==> src/rtl/stp_loader_param_pkg.sv <==
// Shared types, status codes and helpers for the parametrised STP loader.
package stp_pkg;

   typedef enum logic [2:0] {
      IDLE,
      CHECK,
      STREAM,
      WR_N,
      ERROR,
      END
   } stp_state_e;

   localparam logic [31:0] STP_OK       = 32'd0;
   localparam logic [31:0] STP_ERR_DEG  = 32'd1;
   localparam logic [31:0] STP_ERR_VEC  = 32'd2;
   localparam logic [31:0] STATUS_RESET = 32'hFFFF_FFFF;

   // Ceiling log2, never below 1 so that depth-1 memories still get a real bus.
   function automatic int log2(input int value);
      int w;
      w = 1;
      while ((1 << w) < value) w = w + 1;
      return w;
   endfunction

endpackage

==> src/rtl/stp_loader_param_if.sv <==
// RAM and FIFO side of the STP loader: data RAM read, S/N RAM write, result/status FIFO push.
interface stp_loader_param_if
   import stp_pkg::*;
#(
   parameter int word_size   = 16,
   parameter int buffer_size = 1024,
   parameter int n_size      = 8,
   parameter int max_deg     = 10,
   parameter int n_width     = 5
) ();

   localparam int AW = log2(buffer_size);
   localparam int VW = log2(n_size);
   localparam int CW = log2(max_deg + 1);

   logic                 en_rd_data;
   logic [AW-1:0]        rd_addr_data_updated;
   logic [word_size-1:0] next_c;
   logic                 en_wr_S;
   logic [VW-1:0]        wr_addr_S_vec;
   logic [CW-1:0]        wr_addr_S_coef;
   logic [word_size-1:0] c;
   logic                 en_wr_N;
   logic [VW-1:0]        wr_addr_N;
   logic [n_width-1:0]   N_out;
   logic [31:0]          result;
   logic [31:0]          status;
   logic                 fifo_wr_en_r;
   logic                 fifo_wr_en_s;

   modport master (
      output en_rd_data, rd_addr_data_updated,
      input  next_c,
      output en_wr_S, wr_addr_S_vec, wr_addr_S_coef, c,
      output en_wr_N, wr_addr_N, N_out,
      output result, status, fifo_wr_en_r, fifo_wr_en_s
   );

   modport slave (
      input  en_rd_data, rd_addr_data_updated,
      output next_c,
      input  en_wr_S, wr_addr_S_vec, wr_addr_S_coef, c,
      input  en_wr_N, wr_addr_N, N_out,
      input  result, status, fifo_wr_en_r, fifo_wr_en_s
   );

endinterface

==> src/rtl/stp_loader_param_coef_pipe.sv <==
// Read/write counter pair: issues wrapped data-RAM reads and retires each word
// into the S RAM one cycle later, when the RAM's read data is valid.
module stp_coef_pipe
   import stp_pkg::*;
#(
   parameter int word_size   = 16,
   parameter int buffer_size = 1024,
   parameter int max_deg     = 10,
   parameter int n_width     = 5,
   localparam int AW = log2(buffer_size),
   localparam int CW = log2(max_deg + 1)
) (
   input  logic                 clk,
   input  logic                 rst,
   input  logic                 load,
   input  logic                 active,
   input  logic [AW-1:0]        base,
   input  logic [n_width-1:0]   n,
   input  logic [word_size-1:0] next_c,
   output logic                 rd_en,
   output logic [AW-1:0]        rd_addr,
   output logic                 wr_en,
   output logic [CW-1:0]        wr_coef,
   output logic [word_size-1:0] wr_data,
   output logic                 last_wr
);

   logic [AW-1:0]      rd_addr_q, rd_addr_d;
   logic [n_width:0]   k_q, k_d;
   logic               wr_valid_q, wr_valid_d;
   logic [n_width-1:0] j_q, j_d;

   // After the last read rd_addr_q already holds base+N+1, so it doubles as the final pointer.
   always_comb begin
      rd_addr_d  = rd_addr_q;
      k_d        = k_q;
      j_d        = j_q;
      wr_valid_d = 1'b0;
      rd_en      = active && (k_q <= {1'b0, n});
      if (load) begin
         rd_addr_d = base;
         k_d       = '0;
         j_d       = '0;
      end else if (active) begin
         wr_valid_d = rd_en;
         if (rd_en) begin
            rd_addr_d = (rd_addr_q == AW'(buffer_size - 1)) ? '0 : rd_addr_q + 1'b1;
            k_d       = k_q + 1'b1;
            j_d       = k_q[n_width-1:0];
         end
      end
   end

   always_ff @(posedge clk or posedge rst) begin
      if (rst) begin
         rd_addr_q  <= '0;
         k_q        <= '0;
         wr_valid_q <= 1'b0;
         j_q        <= '0;
      end else begin
         rd_addr_q  <= rd_addr_d;
         k_q        <= k_d;
         wr_valid_q <= wr_valid_d;
         j_q        <= j_d;
      end
   end

   assign rd_addr = rd_addr_q;
   assign wr_en   = wr_valid_q;
   assign wr_coef = wr_valid_q ? j_q[CW-1:0] : '0;
   assign wr_data = wr_valid_q ? next_c : '0;
   assign last_wr = wr_valid_q && (j_q == n);

endmodule

==> src/rtl/stp_loader_param.sv <==
// STP(A, N) executor: validates A/N, streams N+1 coefficients into S row A,
// records the degree in the N RAM and reports one result/status word pair.
module stp_loader_param
   import stp_pkg::*;
#(
   parameter int word_size   = 16,
   parameter int buffer_size = 1024,
   parameter int n_size      = 8,
   parameter int max_deg     = 10,
   parameter int n_width     = 5,
   localparam int AW = log2(buffer_size),
   localparam int VW = log2(n_size),
   localparam int CW = log2(max_deg + 1)
) (
   input  logic                clk,
   input  logic                rst,
   input  logic                start_stp,
   input  logic [AW-1:0]       rd_addr_data,
   input  logic [VW-1:0]       A,
   input  logic [n_width-1:0]  N,
   output logic                done_stp,
   stp_loader_param_if.master  bus
);

   stp_state_e         state_q, state_d;
   logic [VW-1:0]      a_q, a_d;
   logic [n_width-1:0] n_q, n_d;
   logic [31:0]        err_q, err_d;
   logic [31:0]        result_q, result_d;
   logic [31:0]        status_q, status_d;
   logic               load;
   logic               rd_en;
   logic               wr_en;
   logic               last_wr;
   logic [AW-1:0]      rd_addr;
   logic [CW-1:0]      wr_coef;
   logic [word_size-1:0] wr_data;

   // Vector index is checked before degree so a doubly-bad instruction reports code 2.
   always_comb begin
      state_d  = state_q;
      a_d      = a_q;
      n_d      = n_q;
      err_d    = err_q;
      result_d = result_q;
      status_d = status_q;
      load     = 1'b0;
      case (state_q)
         IDLE: begin
            if (start_stp) begin
               a_d     = A;
               n_d     = N;
               load    = 1'b1;
               state_d = CHECK;
            end
         end
         CHECK: begin
            if (32'(a_q) >= 32'(n_size)) begin
               err_d   = STP_ERR_VEC;
               state_d = ERROR;
            end else if (32'(n_q) > 32'(max_deg)) begin
               err_d   = STP_ERR_DEG;
               state_d = ERROR;
            end else begin
               state_d = STREAM;
            end
         end
         STREAM: begin
            if (last_wr) state_d = WR_N;
         end
         WR_N: begin
            result_d = 32'd1;
            status_d = STP_OK;
            state_d  = END;
         end
         ERROR: begin
            result_d = 32'd0;
            status_d = err_q;
            state_d  = END;
         end
         END: begin
            state_d = IDLE;
         end
         default: begin
            state_d = IDLE;
         end
      endcase
   end

   always_ff @(posedge clk or posedge rst) begin
      if (rst) begin
         state_q  <= IDLE;
         a_q      <= '0;
         n_q      <= '0;
         err_q    <= STP_OK;
         result_q <= 32'd0;
         status_q <= STATUS_RESET;
      end else begin
         state_q  <= state_d;
         a_q      <= a_d;
         n_q      <= n_d;
         err_q    <= err_d;
         result_q <= result_d;
         status_q <= status_d;
      end
   end

   stp_coef_pipe #(
      .word_size   (word_size),
      .buffer_size (buffer_size),
      .max_deg     (max_deg),
      .n_width     (n_width)
   ) u_coef_pipe (
      .clk     (clk),
      .rst     (rst),
      .load    (load),
      .active  (state_q == STREAM),
      .base    (rd_addr_data),
      .n       (n_q),
      .next_c  (bus.next_c),
      .rd_en   (rd_en),
      .rd_addr (rd_addr),
      .wr_en   (wr_en),
      .wr_coef (wr_coef),
      .wr_data (wr_data),
      .last_wr (last_wr)
   );

   assign done_stp                 = (state_q == END);
   assign bus.fifo_wr_en_r         = (state_q == END);
   assign bus.fifo_wr_en_s         = (state_q == END);
   assign bus.en_rd_data           = rd_en;
   assign bus.rd_addr_data_updated = rd_addr;
   assign bus.en_wr_S              = wr_en;
   assign bus.wr_addr_S_vec        = wr_en ? a_q : '0;
   assign bus.wr_addr_S_coef       = wr_coef;
   assign bus.c                    = wr_data;
   assign bus.en_wr_N              = (state_q == WR_N);
   assign bus.wr_addr_N            = (state_q == WR_N) ? a_q : '0;
   assign bus.N_out                = (state_q == WR_N) ? n_q : '0;
   assign bus.result               = result_q;
   assign bus.status               = status_q;

endmodule

==> src/flat_wrapper.sv <==
// flat-port wrapper written by rule: the top's interface ports become plain ports
module stp_loader_param_flat import stp_pkg::*;
#(
   parameter int word_size   = 16,
   parameter int buffer_size = 1024,
   parameter int n_size      = 8,
   parameter int max_deg     = 10,
   parameter int n_width     = 5,
   localparam int AW = log2(buffer_size),
   localparam int VW = log2(n_size),
   localparam int CW = log2(max_deg + 1)
)
  (clk, rst, start_stp, rd_addr_data, A, N, done_stp, bus_en_rd_data, bus_rd_addr_data_updated, bus_next_c, bus_en_wr_S, bus_wr_addr_S_vec, bus_wr_addr_S_coef, bus_c, bus_en_wr_N, bus_wr_addr_N, bus_N_out, bus_result, bus_status, bus_fifo_wr_en_r, bus_fifo_wr_en_s);
  stp_loader_param_if #(.word_size(word_size), .buffer_size(buffer_size), .n_size(n_size), .max_deg(max_deg), .n_width(n_width)) bus_i ();
  input  logic clk;
  input  logic rst;
  input  logic start_stp;
  input  logic [AW-1:0] rd_addr_data;
  input  logic [VW-1:0] A;
  input  logic [n_width-1:0] N;
  output logic done_stp;
  output wire logic [$bits(bus_i.en_rd_data)-1:0] bus_en_rd_data;
  output wire logic [$bits(bus_i.rd_addr_data_updated)-1:0] bus_rd_addr_data_updated;
  input wire logic [$bits(bus_i.next_c)-1:0] bus_next_c;
  output wire logic [$bits(bus_i.en_wr_S)-1:0] bus_en_wr_S;
  output wire logic [$bits(bus_i.wr_addr_S_vec)-1:0] bus_wr_addr_S_vec;
  output wire logic [$bits(bus_i.wr_addr_S_coef)-1:0] bus_wr_addr_S_coef;
  output wire logic [$bits(bus_i.c)-1:0] bus_c;
  output wire logic [$bits(bus_i.en_wr_N)-1:0] bus_en_wr_N;
  output wire logic [$bits(bus_i.wr_addr_N)-1:0] bus_wr_addr_N;
  output wire logic [$bits(bus_i.N_out)-1:0] bus_N_out;
  output wire logic [$bits(bus_i.result)-1:0] bus_result;
  output wire logic [$bits(bus_i.status)-1:0] bus_status;
  output wire logic [$bits(bus_i.fifo_wr_en_r)-1:0] bus_fifo_wr_en_r;
  output wire logic [$bits(bus_i.fifo_wr_en_s)-1:0] bus_fifo_wr_en_s;
  assign bus_en_rd_data = bus_i.en_rd_data;
  assign bus_rd_addr_data_updated = bus_i.rd_addr_data_updated;
  assign bus_i.next_c = bus_next_c;
  assign bus_en_wr_S = bus_i.en_wr_S;
  assign bus_wr_addr_S_vec = bus_i.wr_addr_S_vec;
  assign bus_wr_addr_S_coef = bus_i.wr_addr_S_coef;
  assign bus_c = bus_i.c;
  assign bus_en_wr_N = bus_i.en_wr_N;
  assign bus_wr_addr_N = bus_i.wr_addr_N;
  assign bus_N_out = bus_i.N_out;
  assign bus_result = bus_i.result;
  assign bus_status = bus_i.status;
  assign bus_fifo_wr_en_r = bus_i.fifo_wr_en_r;
  assign bus_fifo_wr_en_s = bus_i.fifo_wr_en_s;
  stp_loader_param #(.word_size(word_size), .buffer_size(buffer_size), .n_size(n_size), .max_deg(max_deg), .n_width(n_width)) u_core (.clk(clk), .rst(rst), .start_stp(start_stp), .rd_addr_data(rd_addr_data), .A(A), .N(N), .done_stp(done_stp), .bus(bus_i));
endmodule
==> config.mk <==
export PLATFORM = sky130hd
export DESIGN_NAME = stp_loader_param_flat
export DESIGN_NICKNAME = d
export VERILOG_FILES = /design/src/rtl/stp_loader_param_pkg.sv /design/src/rtl/stp_loader_param_if.sv /design/src/rtl/stp_loader_param_coef_pipe.sv /design/src/rtl/stp_loader_param.sv /design/src/flat_wrapper.sv
export SDC_FILE = /design/constraint.sdc
export NUM_CORES = 1
export LEC_CHECK = 0
export ABC_AREA = 1
export BUFFER_PORTS_ARGS = -buffer_cell sky130_fd_sc_hd__buf_2
export CAP_MARGIN = 15
export CORE_MARGIN = 8
export CORE_UTILIZATION = 29
export CTS_BUF_LIST = sky130_fd_sc_hd__clkbuf_16
export DETAILED_ROUTE_END_ITERATION = 10
export HOLD_SLACK_MARGIN = 0.03
export PLACE_DENSITY_LB_ADDON = 0.08
export RECOVER_POWER = 100
export SETUP_SLACK_MARGIN = 0.05
export SLEW_MARGIN = 20
export SYNTH_ARGS = -nofsm -noshare
export SYNTH_HDL_FRONTEND = slang
export SYNTH_SLANG_ARGS = --single-unit
==> constraint.sdc <==
create_clock -name clk -period 1.6 [get_ports clk]
set_input_delay 0.08 -clock clk [delete_from_list [all_inputs] [get_ports clk]]
set_output_delay 0.08 -clock clk [all_outputs]
set_load 0.1 [all_outputs]
After elaboration in Yosys (flattened, before gate mapping)
Index checks and enable logic that the tools add are counted.

Output and inout bits: 111. Latch bits: 0. Memories kept: 0. Input port bits: 37. RAM bits: 0. Memory bits (read-only): 0. Word-level logic and storage cells: 59. Flip-flop bits (word level): 98.

Mux-type cells: 25. Divide/modulo/power cells: 0. Eq/ne operators: 9. Shift operators: 0. Reduce and logical (&&, ||, !) cells: 11. $mul: 0. Add/sub/neg operators: 2. Bitwise gates (word level): 0. Order comparisons: 2.

Operators with widths (count): 32-bit case mux with 2 select lines (2); 10-bit 2-to-1 mux (4); 5-bit 2-to-1 mux (4); 6-bit 2-to-1 mux (3); 16-bit 2-to-1 mux (1); 3-bit 2-to-1 mux (5); 3-bit case mux with 4 select lines (1); 10-bit by 1-bit adder with 10-bit output (second input constant) (1); 10-bit == test (second input constant) (1); 2-bit AND reduction (4); 6-bit by 1-bit adder with 6-bit output (second input constant) (1); 3-bit by 2-bit == test with 1-bit output (second input constant) (2); 3-bit == test (second input constant) (2); 6-bit by 5-bit <= comparator with 1-bit output (1); 2-bit nonzero test (3); 5-bit == test (1); 5-bit by 4-bit > comparator with 1-bit output (second input constant) (1); 1-bit 2-to-1 mux (4); 4-bit 2-to-1 mux (1); 3-bit by 1-bit == test with 1-bit output (second input constant) (1); 3-bit logical NOT (1); 1-bit logical AND (2); 2-bit by 1-bit != test with 1-bit output (second input constant) (1); 2-bit != test (second input constant) (1); 2-bit OR reduction (1).

Depth between registers and ports, before layout
Word-level depth: 5. Gate-level depth with buffers: 11.

Cells and area by module
From an unflattened synthesis, not the netlist that was laid out.

Cells, all modules: 424. Area total of the unflattened synthesis: 2974.1 sq um.

By module, submodules not included: stp_coef_pipe (area each 1741.7 sq um, cells an instance 260, times used 1); stp_loader_param (area each 1232.4 sq um, cells an instance 164, times used 1).

Least setup slack after synthesis
OpenSTA, ideal clock, no wires.

Kind: reg-to-output. From: register u_core.state_q[0]. To: output bus_N_out[0]. Arrival time: 3.350 ns. Cell stages (with the launch flop): 5. Path buffers: 0. Data required time: 1.520 ns. Slack: -1.830 ns. Cell sequence: dfrtp_1 -> inv_1 -> nor3_2 -> inv_2 -> nor2_1.

Word-level cells in the longest chain between the ends: 2.

RTL lines: start, declared (RTL line stp_loader_param.sv:25) `stp_state_e state_q, state_d;`; start signal, assigned (RTL line stp_loader_param.sv:99) `state_q <= state_d;`; 3-bit by 2-bit == test with 1-bit output; via bus_en_wr_N (RTL line flat_wrapper.sv:29) `output wire logic [$bits(bus_i.en_wr_N)-1:0] bus_en_wr_N;`; 5-bit 2-to-1 mux (RTL line stp_loader_param.sv:140) `assign bus.N_out = (state_q == WR_N) ? n_q : '0;`; end, declared (RTL line flat_wrapper.sv:31) `output wire logic [$bits(bus_i.N_out)-1:0] bus_N_out;`.

The timed path passes the listed nets, and every way through them passes these cells.

Worst setup path in the final report
From: register u_core.u_coef_pipe.k_q[4]. To: output bus_en_rd_data.

Word-level cells in the longest chain between the ends: 2.

RTL lines: start, declared (RTL line stp_loader_param_coef_pipe.sv:29) `logic [n_width:0] k_q, k_d;`; start signal, assigned (RTL line stp_loader_param_coef_pipe.sv:62) `k_q <= k_d;`; 6-bit by 5-bit <= comparator with 1-bit output (RTL line stp_loader_param_coef_pipe.sv:39) `rd_en = active && (k_q <= {1'b0, n});`; 1-bit logical AND (RTL line stp_loader_param_coef_pipe.sv:39); end, declared (RTL line flat_wrapper.sv:22) `output wire logic [$bits(bus_i.en_rd_data)-1:0] bus_en_rd_data;`.

No other way between the ends.

==> flow_metrics.tcl <==
set metrics [dict create \
    num-fill-cells 1027 \
    r2r_cells 10 \
    setup_violations 26 \
    async_flop_share 1.00 \
    nets 572 \
    row_count 36 \
    routed_wl_um 8510 \
    die_w_um 115 \
    track_usage 0.128 \
    antenna_found_initial 0 \
    io_buffers 116 \
    grt_pass1_wl_um 13600 \
    power.switching_mw 4.43 \
    arrival_ps 1640 \
    critPathKind "reg2out" \
    place_ws_ps -36.8 \
    ys_ff_latch 37 \
    synth_flop_cell "dfrtp_1" \
    rsz0062_at_grt "yes" \
    cts_sinks 37 \
    synth_edf_count 0 \
    synth_top_family_by_area "simple AND/OR/NAND/NOR gates" \
    cts_root_buf "clkbuf_16" \
    ys_warn_count 0 \
    p_total_mw 7.74 \
    clock-skew-final_ps 2.40 \
    cp_cell_sequence "ha_4 > or2_4 > a21oi_2 > nand2_1 > nand2_2 > nand2_4 > inv_8 > buf_12" \
    postPlaceCellArea_sq_mm 0.00412 \
    hold_viol 0 \
    drt_iter0_markers 70 \
    gp_congestion 0.792 \
    drc 0 \
    design_area_sq_mm 0.00440 \
    drtPass1Iterations 4 \
    synth.mux.area_fraction 0 \
    dp_hpwl_um 6630 \
    setup_ws_ps -120 \
    outcome "finished with violations" \
    final_core_util 0.457 \
    grt_max_degree 38 \
    grt_pass1_vias 2748 \
    avgSynthCellArea_sq_um 7.00 \
    slew-limit-headroom 0.373 \
    power_density_mw_per_mm2 1760 \
    hp-class "in2reg" \
    synthAdderAreaFrac 0.0310 \
    drive_gt1_frac 0.452 \
    r2r_end "u_core.u_coef_pipe.rd_addr[7]$_DFFE_PP0P_" \
    synth-xor-area-share 0.0217 \
    end_kind "primary output" \
    n_antenna_cell 0 \
    r2r_setup_slack_ps -80 \
    clkPwrFrac 0.119 \
    seq_power_share 0.216 \
    p_int_mw 3.31 \
    area_growth_pct 55.8 \
    cts.path.max_buffers 2 \
    multiInputGateArea_sq_mm 0.00150 \
    critPathMaxFanout 2 \
    start_util 0.293 \
    synthDistinctLibCells 30 \
    crit_required_ps 1520 \
    grt_overflow_total 0 \
    p_leak_nw 2.16 \
    insertion_delay_ps 280 \
    dieArea_sq_mm 0.0132 \
    ant_nets 0 \
    synth_simple_gate_area_share 0.323 \
    vias_per_cell 4.15 \
    slowest_stage "dfrtp_2" \
    r2r_start "u_core.u_coef_pipe.k_q[4]$_DFFE_PP0P_" \
    hold_path_end "u_core.n_q[1]$_DFFE_PP0P_" \
    clk_pin_slew_worst_paths_ps 50 \
    synth_cells 404 \
    min_from "N[1]" \
    timing.fmax_mhz 581 \
    slowest_delay_ps 420 \
    violations "setup timing" \
    synth_compound_area_frac 0.0398 \
    post-route-period-util 1.07 \
    synth.yosys.seq_area_share 0.328 \
    swShare 0.573 \
    wl_per_cell_um 12.9 \
    h-tree-depth 2 \
    period_needed_ps 1720 \
    ff_latch_area_sq_um 956 \
    cts_buffers 5 \
    slew_viol_final 0 \
    core_area_sq_mm 0.00964 \
    vdd_drop_max_mv 0.850 \
    tightestPinTransition_ps 941 \
    whs_path_depth 3 \
    die_h_um 115 \
    cts_tree "yes" \
    power_frac_comb 0.666 \
    fin_tns_setup_ps -1820 \
    netlist_area_sq_mm 0.00283 \
    ios 148 \
    vias 2745 \
    crit_path_start_kind "flip-flop" \
    cap_violations 0 \
]
-- layout by cell type, fill, tap and decap left out, drive strengths merged, types with 2 or more instances in the layout --
| cell | count |
|---|---|
| xnor2 | 3 |
| buf | 100 |
| clkinvlp | 20 |
| conb | 31 |
| dfstp | 2 |
| nor2 | 25 |
| clkbuf | 55 |
| ha | 7 |
| o21ai | 14 |
| dfrtp | 35 |
| nand2 | 135 |
| dlygate4sd3 | 8 |
| nand3 | 36 |
| o21bai | 2 |
| xor2 | 4 |
| a21oi | 2 |
| nor3 | 4 |
| nand4 | 6 |
| inv | 34 |
| nand3b | 2 |
-- sequential cells by signal (all words and copies together), names as in the netlist --
register,flops
u_core.u_coef_pipe.j_q,5
u_core.u_coef_pipe.wr_en,1
u_core.a_q,3
u_core.u_coef_pipe.rd_addr,10
u_core.u_coef_pipe.k_q,6
u_core.n_q,5
u_core.bus.result,1
u_core.bus.status,2
u_core.err_q,1
u_core.state_q,3
-- synthesized netlist by cell type, types with 3 or more instances --
cell type,instances,area (sq um)
nand2_1,132,495
buf_4,64,480
inv_1,46,173
dfrtp_1,35,876
nand3_1,35,175
nor2_1,24,90.1
o21ai_0,14,70.1
ha_1,7,87.6
nand4_1,6,37.5
inv_2,5,18.8
clkbuf_1,4,15.0
xor2_1,4,35.0
xnor2_1,3,26.3
-- power groups by stage --
stage | logic, mW | registers (mW) | clock network [mW]
after floorplan | 2.97 | 2.50 | 0
after global placement | 5.00 | 1.70 | 0
after detailed placement | 5.03 | 1.70 | 0
after CTS | 5.26 | 1.68 | 0.951
after global routing | 5.53 | 1.73 | 0.983
final | 5.15 | 1.67 | 0.919
-- stage by stage --
step	std cells	hold WS, ps
after floorplan	434	201
final	662	33.6
after global routing	662	47.3
after CTS	657	35.3
after global placement	631	236
after detailed placement	631	233
-- how the worst max path moves through the flow --
| stage | start | to | depth (start not counted) |
|---|---|---|---|
| after detailed placement | u_core.n_q[1]$_DFFE_PP0P_ | u_core.u_coef_pipe.j_q[0]$_DFFE_PP0P_ | 11 |
| final | u_core.u_coef_pipe.k_q[4]$_DFFE_PP0P_ | bus_en_rd_data | 8 |
| after global routing | u_core.u_coef_pipe.k_q[4]$_DFFE_PP0P_ | bus_en_rd_data | 8 |
| after global placement | u_core.u_coef_pipe.k_q[1]$_DFFE_PP0P_ | u_core.u_coef_pipe.j_q[0]$_DFFE_PP0P_ | 10 |
| after CTS | u_core.u_coef_pipe.k_q[1]$_DFFE_PP0P_ | bus_en_rd_data | 9 |
| after floorplan | u_core.state_q[1]$_DFFE_PP0P_ | bus_N_out[0] | 4 |
-- area by class of cell --
type                            count  share of cell area
Sequential cell                    37               0.217
Inverter                           51              0.0605
Timing Repair inverter              1             0.00256
Tap cell                          133              0.0378
Timing Repair Buffer              158               0.311
Clock inverter                      3             0.00256
Clock buffer                        5              0.0284
Multi-Input combinational cell    274               0.341
-- logic make-up after synthesis --
| kind of cell | Yosys count |
|---|---|
| buf+inv | 123 |
| fa+ha+maj | 7 |
| xor+xnor | 7 |
| flops | 37 |
| simple gates | 209 |
| other cells | 1 |
| compound gates | 20 |
-- critical path, delay by kind of cell (launching register included) --
family | cells | cell delay, ps
compound gates | 1 | 100
fa+ha+maj | 1 | 160
buf+inv | 2 | 230
flops | 1 | 420
simple gates | 4 | 450
-- metal layers --
layer / vias to the layer above / wire length [um] / part of all wire / track usage
met1: 1240 / 3730 / 0.44 / 0.155
li1: 1396 / - / - / -
met3: 9 / 808 / 0.095 / 0.0401
met5: - / 0 / 0 / 0
met4: 0 / 116 / 0.014 / 0.0403
met2: 100 / 3860 / 0.45 / 0.212
-- timing repair --
| item | 4_1_cts | 5_1_grt |
|---|---|---|
| cloned | 1 | 0 |
| resized for setup | 41 | 11 |
| setup buffers | 9 | 5 |
| pin swaps | 12 | 8 |
| hold endpoints to repair | 42 | 0 |
| setup endpoints to repair | 61 | 38 |
| hold buffers | 8 | 0 |
(Power assumes the default switching activity.)
